**config.mk**
```make
export PLATFORM = sky130hd
export DESIGN_NAME = row_array_scanner
export DESIGN_NICKNAME = d
export VERILOG_FILES = /design/src/rtl/row_array_scanner.sv
export SDC_FILE = /design/constraint.sdc
export NUM_CORES = 1
export LEC_CHECK = 0
export ABC_AREA = 1
export BUFFER_PORTS_ARGS = -buffer_cell sky130_fd_sc_hd__clkbuf_2
export CAP_MARGIN = 20
export CELL_PAD_IN_SITES_DETAIL_PLACEMENT = 1
export CELL_PAD_IN_SITES_GLOBAL_PLACEMENT = 1
export CORE_UTILIZATION = 45
export DETAILED_ROUTE_END_ITERATION = 6
export PLACE_DENSITY_LB_ADDON = 0.05
export SLEW_MARGIN = 0
export SYNTH_ARGS = -nofsm -noshare
export SYNTH_HDL_FRONTEND = slang
export SYNTH_SLANG_ARGS = --single-unit
```
**constraint.sdc**
```tcl
create_clock -name clk -period 5.7 [get_ports clk]
set_input_delay 0 -clock clk [delete_from_list [all_inputs] [get_ports clk]]
set_output_delay 0 -clock clk [all_outputs]
set_load 0.03 [all_outputs]
```
**src/rtl/row_array_scanner.sv**
```systemverilog
// Double-buffered 8x8 LED row scanner. Game writes land in a back buffer, which is
// promoted to the display buffer only at frame wrap so a scan never shows a half-updated image.
module row_array_scanner #(
    parameter logic [15:0] SCAN_DIV  = 16'd50000,
    parameter logic [15:0] BLANK_CYC = 16'd16
) (
    input  logic       clk,
    input  logic       reset,
    input  logic       clrarray,
    input  logic       writeStrobe,
    input  logic [2:0] rowIndex,
    input  logic [7:0] val,
    output logic [7:0] row_n,
    output logic [7:0] col,
    output logic [2:0] scan_row,
    output logic       frame_tick
);

    logic [15:0] div_q;
    logic [2:0]  scanRow_q;
    logic [7:0]  back_q [8];
    logic [7:0]  disp_q [8];
    logic        dirty_q;
    logic [7:0]  rowN_q;
    logic [7:0]  col_q;
    logic        frameTick_q;

    logic lastDiv;
    logic frameWrap;
    logic blanking;

    assign lastDiv   = (div_q == SCAN_DIV - 16'd1);
    assign frameWrap = lastDiv && (scanRow_q == 3'd7);
    // Widened compare keeps BLANK_CYC == 0 meaningful (never blank) without an always-false test.
    assign blanking  = (({1'b0, div_q} + 17'd1) <= {1'b0, BLANK_CYC});

    always_ff @(posedge clk or posedge reset) begin
        if (reset) begin
            div_q     <= '0;
            scanRow_q <= '0;
        end else begin
            if (lastDiv) begin
                div_q     <= '0;
                scanRow_q <= scanRow_q + 3'd1;
            end else begin
                div_q <= div_q + 16'd1;
            end
        end
    end

    // A write in the wrap cycle lands in back but is not part of this snapshot; dirty stays set.
    always_ff @(posedge clk or posedge reset) begin
        if (reset) begin
            for (int i = 0; i < 8; i++) begin
                back_q[i] <= '0;
                disp_q[i] <= '0;
            end
            dirty_q <= 1'b0;
        end else if (clrarray) begin
            for (int i = 0; i < 8; i++) begin
                back_q[i] <= '0;
                disp_q[i] <= '0;
            end
            dirty_q <= 1'b0;
        end else begin
            if (frameWrap && dirty_q) begin
                for (int i = 0; i < 8; i++) begin
                    disp_q[i] <= back_q[i];
                end
                dirty_q <= 1'b0;
            end
            if (writeStrobe) begin
                back_q[rowIndex] <= val;
                dirty_q          <= 1'b1;
            end
        end
    end

    always_ff @(posedge clk or posedge reset) begin
        if (reset) begin
            rowN_q      <= 8'hFF;
            col_q       <= 8'h00;
            frameTick_q <= 1'b0;
        end else begin
            frameTick_q <= frameWrap;
            if (blanking) begin
                rowN_q <= 8'hFF;
                col_q  <= 8'h00;
            end else begin
                rowN_q <= ~(8'h01 << scanRow_q);
                col_q  <= disp_q[scanRow_q];
            end
        end
    end

    assign row_n      = rowN_q;
    assign col        = col_q;
    assign scan_row   = scanRow_q;
    assign frame_tick = frameTick_q;

endmodule

```
==> results of run 1 <==
## where the power goes
group / switching (µW) / internal (µW) / leakage [µW]
combinational: 81.1 / 12.4 / 0.00152
sequential: 8.94 / 1180 / 0.00225
clock: 489 / 829 / 0.000323
total: 579 / 2020 / 0.00409
## logic make-up (layout without fill, tap and decap cells)
kind of cell	Yosys count	after routing	share of synthesized area
buffers and inverters	94	114	0.0559
XOR/XNOR	1	1	0.00117
AO/OA/AOI/OAI	138	138	0.0997
flip-flops	165	165	0.551
AND/OR/NAND/NOR	437	437	0.281
adder cells (fa/ha/maj)	7	7	0.0117
## worst register-to-register path: cells and delay by family, from the launching register on
family	cells	cell delay (ps)
adder cells (fa/ha/maj)	2	490
buffers and inverters	3	930
flip-flops	1	760
AND/OR/NAND/NOR	4	700
## synth_stat cells
cell	instances	area [µm²]
a21oi_1	5	25.0
buf_1	8	30.0
buf_4	8	60.1
buf_6	5	56.3
clkbuf_1	33	124
clkinv_1	2	7.51
dfrtp_1	157	3930
dfstp_2	8	210
ha_1	7	87.6
inv_1	38	143
nand2_1	136	510
nand2_2	1	6.26
nand2_4	2	22.5
nand3_1	145	726
nand3_2	1	10.0
nand4_1	72	450
nor2_1	51	191
nor2_2	12	75.1
nor2_4	3	33.8
nor2_8	1	20.0
nor3_1	12	60.1
nor4_1	1	6.26
o21ai_0	110	551
o21ai_2	1	8.76
o21bai_1	6	45.0
o221ai_1	8	70.1
o22ai_1	8	50.1
xor2_1	1	8.76
## cell usage in the layout, fill, tap and decap left out, types with 2 or more instances in the layout
cell type	synthesis	layout
nand2_1	136	135
o221ai_1	8	8
nor2_4	3	4
o22ai_1	8	8
nor3_1	12	12
buf_4	8	5
nand2_2	1	2
inv_6	0	4
ha_1	7	7
dfstp_2	8	8
dfrtp_1	157	156
clkinvlp_4	0	2
nor2_2	12	12
clkbuf_2	0	34
clkbuf_16	0	17
nand2_4	2	2
o21bai_1	6	6
inv_1	38	37
a21oi_1	5	5
nand4_1	72	72
nor2_1	51	50
bufinv_16	0	6
o21ai_0	110	110
nand3_1	145	145
## area by class of cell
class | count | share of cell area
inverters | 40 | 0.0186
well taps | 216 | 0.0319
repair buffers | 42 | 0.0313
clock inverters | 14 | 0.0291
clock buffers | 18 | 0.0506
multi-input cells | 583 | 0.350
flip-flops and latches | 165 | 0.488
## metal layers
| layer | up-vias | part of all wire |
|---|---|---|
| li1 | 2958 | - |
| met1 | 3186 | 0.47 |
| met2 | 133 | 0.47 |
| met3 | 28 | 0.037 |
| met4 | 0 | 0.020 |
| met5 | - | 0 |
## sequential cells by signal (all words and copies together) (netlist names)
| signal | count |
|---|---|
| row_n | 8 |
| col | 8 |
| disp_q | 64 |
| scan_row | 3 |
| dirty_q | 1 |
| frame_tick | 1 |
| back_q | 64 |
| div_q | 16 |
## metrics by stage
stage,cell area (µm²),utilization,total power (µW),instances,hold WS (ps)
global placement,7740,0.481,1300,1043,270
finish,8480,0.526,2600,1078,38.5
global route,8480,0.526,2680,1078,89.4
detailed placement,7740,0.481,1310,1043,291
floorplan,7520,-,1270,842,223
CTS,8430,0.523,2620,1076,37.8
## how the worst min path moves through the flow
stage	startpoint	to	cells after the start
2_1_floorplan	clrarray	dirty_q$_DFFE_PP0P_	3
3_3_place_gp	reset	back_q[53]$_DFFE_PP0P_	2
4_1_cts	val[1]	back_q[1]$_DFFE_PP0P_	3
5_1_grt	val[1]	back_q[1]$_DFFE_PP0P_	3
6_report	val[1]	back_q[1]$_DFFE_PP0P_	3
3_5_place_dp	reset	back_q[48]$_DFFE_PP0P_	2
## timing repair
| action | 4_1_cts | 5_1_grt |
|---|---|---|
| hold buffers | 1 | 0 |
| hold endpoints to repair | 99 | 0 |
| endpoints found under the setup margin | 0 | 0 |
==> flow_metrics.tcl, run 1 <==
set metrics [dict create \
    fin_crit_sh 0.528 \
    fill_cells 1884 \
    finalWirelength_um 21700 \
    power_leakage_uw 0.00409 \
    rsz0062_at_grt "false" \
    tightest_slew_ps 974 \
    cts_max_path_buffers 2 \
    seq_area_frac_synth 0.551 \
    vdd_drop_max_mv 0.214 \
    syn_inst 842 \
    critPathKind "flop to flop" \
    syn2layout_area_growth_pct 12.8 \
    grt.overflow.total 0 \
    drcViolationCount 0 \
    grt_pass1_vias 6423 \
    drv_cap 0 \
    crit_start "scan_row[1]$_DFFE_PP0P_" \
    fp.dieW_um 131 \
    finalCriticalPeriod_ps 3010 \
    drt-pass1-iter-count 5 \
    syn_nets 864 \
    setup_viol 0 \
    slew_headroom 0.351 \
    r2r_end "disp_q[25]$_DFFE_PP0P_" \
    cp-end-kind "flop" \
    synth_area_um2 7520 \
    worst_path_most_repeated_cell "ha_1" \
    die-area_um2 17200 \
    worstPathRequired_ps 6010 \
    r2r_slack_ps 2690 \
    vias 6305 \
    routedWlPerCell_um 20.1 \
    crit_path_top_delay_cell "dfrtp_1" \
    grt-busiest-layer "met2" \
    start_util 0.466 \
    finalWorstSetupSlack_ps 2690 \
    grt_use_met3 0.0505 \
    gr-usage-met2 0.421 \
    first_iter_violations 398 \
    clk_latency_ps 430 \
    grt_max_degree 109 \
    grt_use_met1 0.361 \
    portBuffers 34 \
    path_clk_slew_ps 70 \
    cts_htree_levels 4 \
    finalHoldViolCount 0 \
    powerDensity_nw_per_um2 307 \
    hp-class "input pin to flop" \
    crit_path_max_incr_delay_ps 760 \
    row_count 46 \
    grt_usage 0.264 \
    tritoncts "built" \
    crit_buf_inv 3 \
    ctsRootBufferMaster "clkbuf_16" \
    final-max-slew-violation-count 0 \
    cts_setup_buffers 0 \
    pre_cts_ws_ps 2310 \
    arrival_ps 3320 \
    netlist-cell-type-count 28 \
    timing.setup.tns_ps 0 \
    gp_congestion 0.813 \
    max_clock_freq_mhz 332 \
    start_kind "flop" \
    postSynthAreaPerCell_um2 8.93 \
    crit_path_end "disp_q[25]$_DFFE_PP0P_" \
    reg2reg_from "scan_row[1]$_DFFE_PP0P_" \
    cts_sinks 165 \
    antenna_found_initial 0 \
    grt_pass1_wl_um 35400 \
    yosys_warnings 0 \
    cts_made_buffers 17 \
    worst-path-max-fanout 65 \
    n_antenna_cell 0 \
    skew_ps 8.88 \
    dieHeight_um 131 \
    crit_family "buffers and inverters" \
    cp_cell_sequence "ha_1, ha_1, inv_1, nor2_4, buf_4, nand2_2, buf_12, nand3_1, nand2_1" \
    multi_input_area_um2 2970 \
    rr_worst_depth 9 \
    regArea_um2 4140 \
    outcome "finished, final reports clean" \
    viasPerCell 5.85 \
    ios 35 \
    ys_ff_latch 165 \
    drive_gt1_frac 0.123 \
    final_nets 871 \
    ant_nets 0 \
    core-area_um2 16100 \
    worst-path-stages 9 \
    cts_resized 0 \
    hpwl_um 14100 \
]
Note: power is estimated with default switching activity, not from simulation.
==> inputs of run 2 (changes only) <==
--- a/config.mk
+++ b/config.mk
@@ -10,7 +10,7 @@
 export CAP_MARGIN = 20
 export CELL_PAD_IN_SITES_DETAIL_PLACEMENT = 1
 export CELL_PAD_IN_SITES_GLOBAL_PLACEMENT = 1
-export CORE_UTILIZATION = 45
+export CORE_UTILIZATION = 43
 export DETAILED_ROUTE_END_ITERATION = 6
 export PLACE_DENSITY_LB_ADDON = 0.05
 export SLEW_MARGIN = 0
==> constraint.sdc (replaced) <==
create_clock -name clk -period 2.4 [get_ports clk]
set_input_delay 0 -clock clk [delete_from_list [all_inputs] [get_ports clk]]
set_output_delay 0 -clock clk [all_outputs]
set_load 0.03 [all_outputs]
==> flow_metrics.tcl, run 2 (synthesized netlist as in run 1, its figures left out) <==
set metrics [dict create \
    outcome "finished, final reports clean" \
    start_util 0.447 \
    final_common_cell "dfrtp_1" \
    fp.dieW_um 134 \
    cts_setup_buffers 0 \
    worstHoldPathCells 3 \
    core-area_um2 16800 \
    antenna_found_initial 0 \
    hp-class "input pin to flop" \
    viasPerCell 5.82 \
    max_clock_freq_mhz 480 \
    cts_made_buffers 17 \
    start_kind "flop" \
    path_clk_slew_ps 60 \
    gr-usage-met2 0.438 \
    final_cell_area_um2 8550 \
    worst-path-max-fanout 11 \
    worstPathRequired_ps 2700 \
    multi_input_area_um2 2970 \
    top_regs "back_q (64), disp_q (64), div_q (16)" \
    grt-busiest-layer "met2" \
    min_to "back_q[0]$_DFFE_PP0P_" \
    finalWirelength_um 21900 \
    postCtsHoldBufs 2 \
    n_antenna_cell 0 \
    r2r_end "col[5]$_DFF_PP0_" \
    r2r_slack_ps 320 \
    final-max-slew-violation-count 0 \
    ios 35 \
    placed_area_um2 7920 \
    powerDensity_nw_per_um2 696 \
    syn2layout_area_growth_pct 13.8 \
    grt_usage 0.262 \
    arrival_ps 2380 \
    rr_worst_depth 6 \
    utilization 0.509 \
    finalWorstSetupSlack_ps 318 \
    row_count 47 \
    slew_headroom 0.581 \
    p_sw_uw 1360 \
    ant_nets 0 \
    ctsRootBufferMaster "clkbuf_16" \
    drv_cap 0 \
    cts_sinks 165 \
    regArea_um2 4140 \
    fill_cells 1992 \
    combPwrFrac 0.040 \
    grt_use_met1 0.349 \
    finalHoldViolCount 0 \
    clk_latency_ps 430 \
    dieHeight_um 134 \
    swShare 0.229 \
    finalCriticalPeriod_ps 2080 \
    skew_ps 8.21 \
    die-area_um2 18000 \
    vdd_drop_max_mv 0.472 \
    cp-end-kind "flop" \
    grt_max_degree 146 \
    tightest_slew_ps 628 \
    internal-power_uw 4590 \
    drt-pass1-iter-count 5 \
    pre_cts_ws_ps 339 \
    cts_resized 0 \
    hpwl_um 14300 \
    drcViolationCount 0 \
    rsz0062_at_grt "false" \
    seqPwrFrac 0.475 \
    fin_total_pwr_uw 5960 \
    fin_crit_sh 0.868 \
    reg2reg_from "scan_row[0]$_DFFE_PP0P_" \
    pwr-share-clk 0.485 \
    power_leakage_uw 0.00413 \
    final_nets 883 \
    tritoncts "built" \
    vias 6370 \
    setup_viol 0 \
    grt_use_met3 0.0378 \
    grt_pass1_vias 6640 \
    critPathKind "flop to flop" \
    routedWlPerCell_um 20.0 \
    grt.overflow.total 0 \
    gp_congestion 0.926 \
    portBuffers 34 \
    grt_pass1_wl_um 36300 \
    layout_common_cells "dfrtp_1, nand3_1, nand2_1" \
    cts_htree_levels 4 \
    min_from "val[0]" \
    drive_gt1_frac 0.133 \
    cts_max_path_buffers 2 \
    first_iter_violations 403 \
    timing.setup.tns_ps 0 \
]
[run 2: changes by cell type in the layout (fill, tap and decap cells not counted), sizes merged]
cell,before,now
clkinvlp,2,3
clkinv,3,7
inv,43,39
buf,7,18
bufinv,6,4
dlygate4sd3,1,2
clkbuf,52,53
[run 2: critical path, stage by stage, from the launching register on]
cell	delay [ps]
dfrtp_1	400
clkinv_1	410
buf_4	330
nor2_1	120
o22ai_1	130
o21ai_0	480
nor2_2	80
[run 2: power by group through the flow]
| stage | logic [µW] | registers, µW | clock network (µW) |
|---|---|---|---|
| finish | 238 | 2830 | 2890 |
| global route | 266 | 2830 | 3040 |
| CTS | 243 | 2830 | 2940 |
| detailed placement | 241 | 2880 | 0 |
| global placement | 233 | 2880 | 0 |
| floorplan | 152 | 2870 | 0 |
[run 2: area by class of cell]
cell class	instances	share of cell area
Clock buffer	19	0.0506
Tap cell	220	0.0322
Timing Repair Buffer	54	0.0468
Sequential cell	165	0.484
Clock inverter	13	0.0212
Multi-Input combinational cell	583	0.347
Inverter	40	0.0183
[run 2: metrics by stage]
stage	hold WS, ps	instances
2_1_floorplan	223	842
3_3_place_gp	-81.5	1060
3_5_place_dp	-77.7	1060
4_1_cts	15.5	1094
5_1_grt	29.8	1094
6_report	25.1	1094
[run 2: worst max-delay path by stage]
stage	startpoint	end	slack, ps	cells after the start
after detailed placement	scan_row[0]$_DFFE_PP0P_	col[5]$_DFF_PP0_	340	6
after floorplan	reset	back_q[0]$_DFFE_PP0P_	310	1
after CTS	scan_row[0]$_DFFE_PP0P_	col[5]$_DFF_PP0_	280	6
after global placement	scan_row[0]$_DFFE_PP0P_	col[5]$_DFF_PP0_	410	6
final	scan_row[0]$_DFFE_PP0P_	col[5]$_DFF_PP0_	320	6
after global routing	scan_row[0]$_DFFE_PP0P_	col[5]$_DFF_PP0_	160	6
[run 2: per-layer routing]
metal  share of wire  routed length, µm
met1            0.45               9900
met2            0.49              10800
met3           0.033                712
met4           0.020                445
met5               0                  0
==> inputs of run 3 (changes only) <==
--- a/config.mk
+++ b/config.mk
@@ -12,7 +12,7 @@
 export CELL_PAD_IN_SITES_GLOBAL_PLACEMENT = 1
 export CORE_UTILIZATION = 43
 export DETAILED_ROUTE_END_ITERATION = 6
-export PLACE_DENSITY_LB_ADDON = 0.05
+export PLACE_DENSITY_LB_ADDON = 0.1
 export SLEW_MARGIN = 0
 export SYNTH_ARGS = -nofsm -noshare
 export SYNTH_HDL_FRONTEND = slang
==> flow_metrics.tcl, run 3 (synthesized netlist as in run 1, its figures left out) <==
set metrics [dict create \
    ios 35 \
    grt_max_degree 109 \
    max_clock_freq_mhz 486 \
    timing.setup.tns_ps 0 \
    r2r_end "disp_q[33]$_DFFE_PP0P_" \
    drv_cap 0 \
    skew_ps 13.0 \
    cts_htree_levels 4 \
    core-area_um2 16800 \
    clk_latency_ps 430 \
    finalHoldViolCount 0 \
    min_from "clrarray" \
    tritoncts "built" \
    finalWirelength_um 21800 \
    slew_headroom 0.651 \
    vdd_drop_max_mv 0.554 \
    antenna_found_initial 0 \
    grt_usage 0.262 \
    fin_crit_sh 0.857 \
    viasPerCell 5.82 \
    arrival_ps 2420 \
    drt-pass1-iter-count 5 \
    cp-end-kind "flop" \
    final_nets 884 \
    drcViolationCount 0 \
    worstPathRequired_ps 2760 \
    outcome "finished, final reports clean" \
    finalCriticalPeriod_ps 2060 \
    ctsRootBufferMaster "clkbuf_16" \
    r2r_slack_ps 340 \
    hpwl_um 14400 \
    worst-path-max-fanout 37 \
    dieHeight_um 134 \
    cts_max_path_buffers 2 \
    start_kind "flop" \
    row_count 47 \
    portBuffers 34 \
    hp-class "input pin to flop" \
    path_clk_slew_ps 60 \
    cts_setup_buffers 0 \
    cts_resized 0 \
    fin_total_pwr_uw 5440 \
    tightest_slew_ps 523 \
    syn2layout_area_growth_pct 12.2 \
    vias 6377 \
    gp_congestion 0.859 \
    final_common_cell "dfrtp_1" \
    rr_worst_depth 8 \
    layout_common_cells "dfrtp_1, nand3_1, nand2_1" \
    postCtsHoldBufs 3 \
    reg2reg_from "div_q[0]$_DFF_PP0_" \
    worstHoldPathCells 4 \
    n_antenna_cell 0 \
    cts_sinks 165 \
    min_to "dirty_q$_DFFE_PP0P_" \
    drive_gt1_frac 0.125 \
    critPathKind "flop to flop" \
    top_regs "back_q (64), disp_q (64), div_q (16)" \
    powerDensity_nw_per_um2 645 \
    ant_nets 0 \
    first_iter_violations 463 \
    setup_viol 0 \
    fp.dieW_um 134 \
    die-area_um2 18000 \
    final-max-slew-violation-count 0 \
    grt_pass1_wl_um 36200 \
    start_util 0.447 \
    power_leakage_uw 0.00408 \
    routedWlPerCell_um 19.9 \
    cts_made_buffers 17 \
    grt_pass1_vias 6691 \
    grt.overflow.total 0 \
    rsz0062_at_grt "false" \
]
==> run 3: cell count changes in the layout (fill, tap and decap cells not counted) <==
cell	delta
buf_12	-1
dlygate4sd3_1	+1
clkbuf_1	+7
buf_4	+1
clkinv_4	-2
inv_6	-1
bufinv_16	-4
==> run 3: how the worst max path moves through the flow <==
stage / from / end / slack, ps / cells after the start
after detailed placement: div_q[0]$_DFF_PP0_ / disp_q[58]$_DFFE_PP0P_ / 410 / 8
final: div_q[0]$_DFF_PP0_ / disp_q[33]$_DFFE_PP0P_ / 340 / 8
after CTS: div_q[0]$_DFF_PP0_ / disp_q[33]$_DFFE_PP0P_ / 340 / 8
after floorplan: reset / back_q[0]$_DFFE_PP0P_ / 310 / 1
after global placement: div_q[0]$_DFF_PP0_ / disp_q[28]$_DFFE_PP0P_ / 490 / 8
after global routing: div_q[1]$_DFF_PP0_ / disp_q[33]$_DFFE_PP0P_ / 150 / 8
==> run 3: critical path, cell delays in order, from the launching register on <==
cell and delay, ps:
dfrtp_1 400, ha_1 230, nand3_2 150, nor2_1 140, nand2_1 180, nor2_4 160
buf_4 390, nand4_1 190, nand2_1 140
==> run 3: layout make-up <==
cell class | instances | area, µm²
inverters | 40 | 156
flip-flops and latches | 165 | 4140
fillers | 1977 | 8390
well taps | 220 | 275
repair buffers | 55 | 398
multi-input cells | 583 | 2970
clock inverters | 6 | 35.0
clock buffers | 26 | 459
==> run 3: per-stage QoR <==
step                utilization  cell area (µm²)  worst slack [ps]  hold WS (ps)  cells
floorplan                     -             7520               308           223    842
global placement          0.470             7910               493          -110   1060
detailed placement        0.470             7910               406          -106   1060
CTS                       0.501             8430               337          40.4   1095
global route              0.501             8430               148          89.2   1095
finish                    0.501             8430               342          43.8   1095
==> run 3: power breakdown <==
| part | internal (µW) | switching (µW) | total (µW) | leakage (µW) |
|---|---|---|---|---|
| Clock | 1310 | 1050 | 2370 | 0.000236 |
| Sequential | 2810 | 24.2 | 2830 | 0.00225 |
| Combinational | 42.2 | 196 | 238 | 0.00159 |
==> run 3: layer usage <==
metal	global-route usage	share of wire	vias up
met5	0	0	-
met3	0.0412	0.032	34
met1	0.348	0.46	3237
met4	0.0980	0.023	0
li1	-	-	2977
met2	0.433	0.49	129
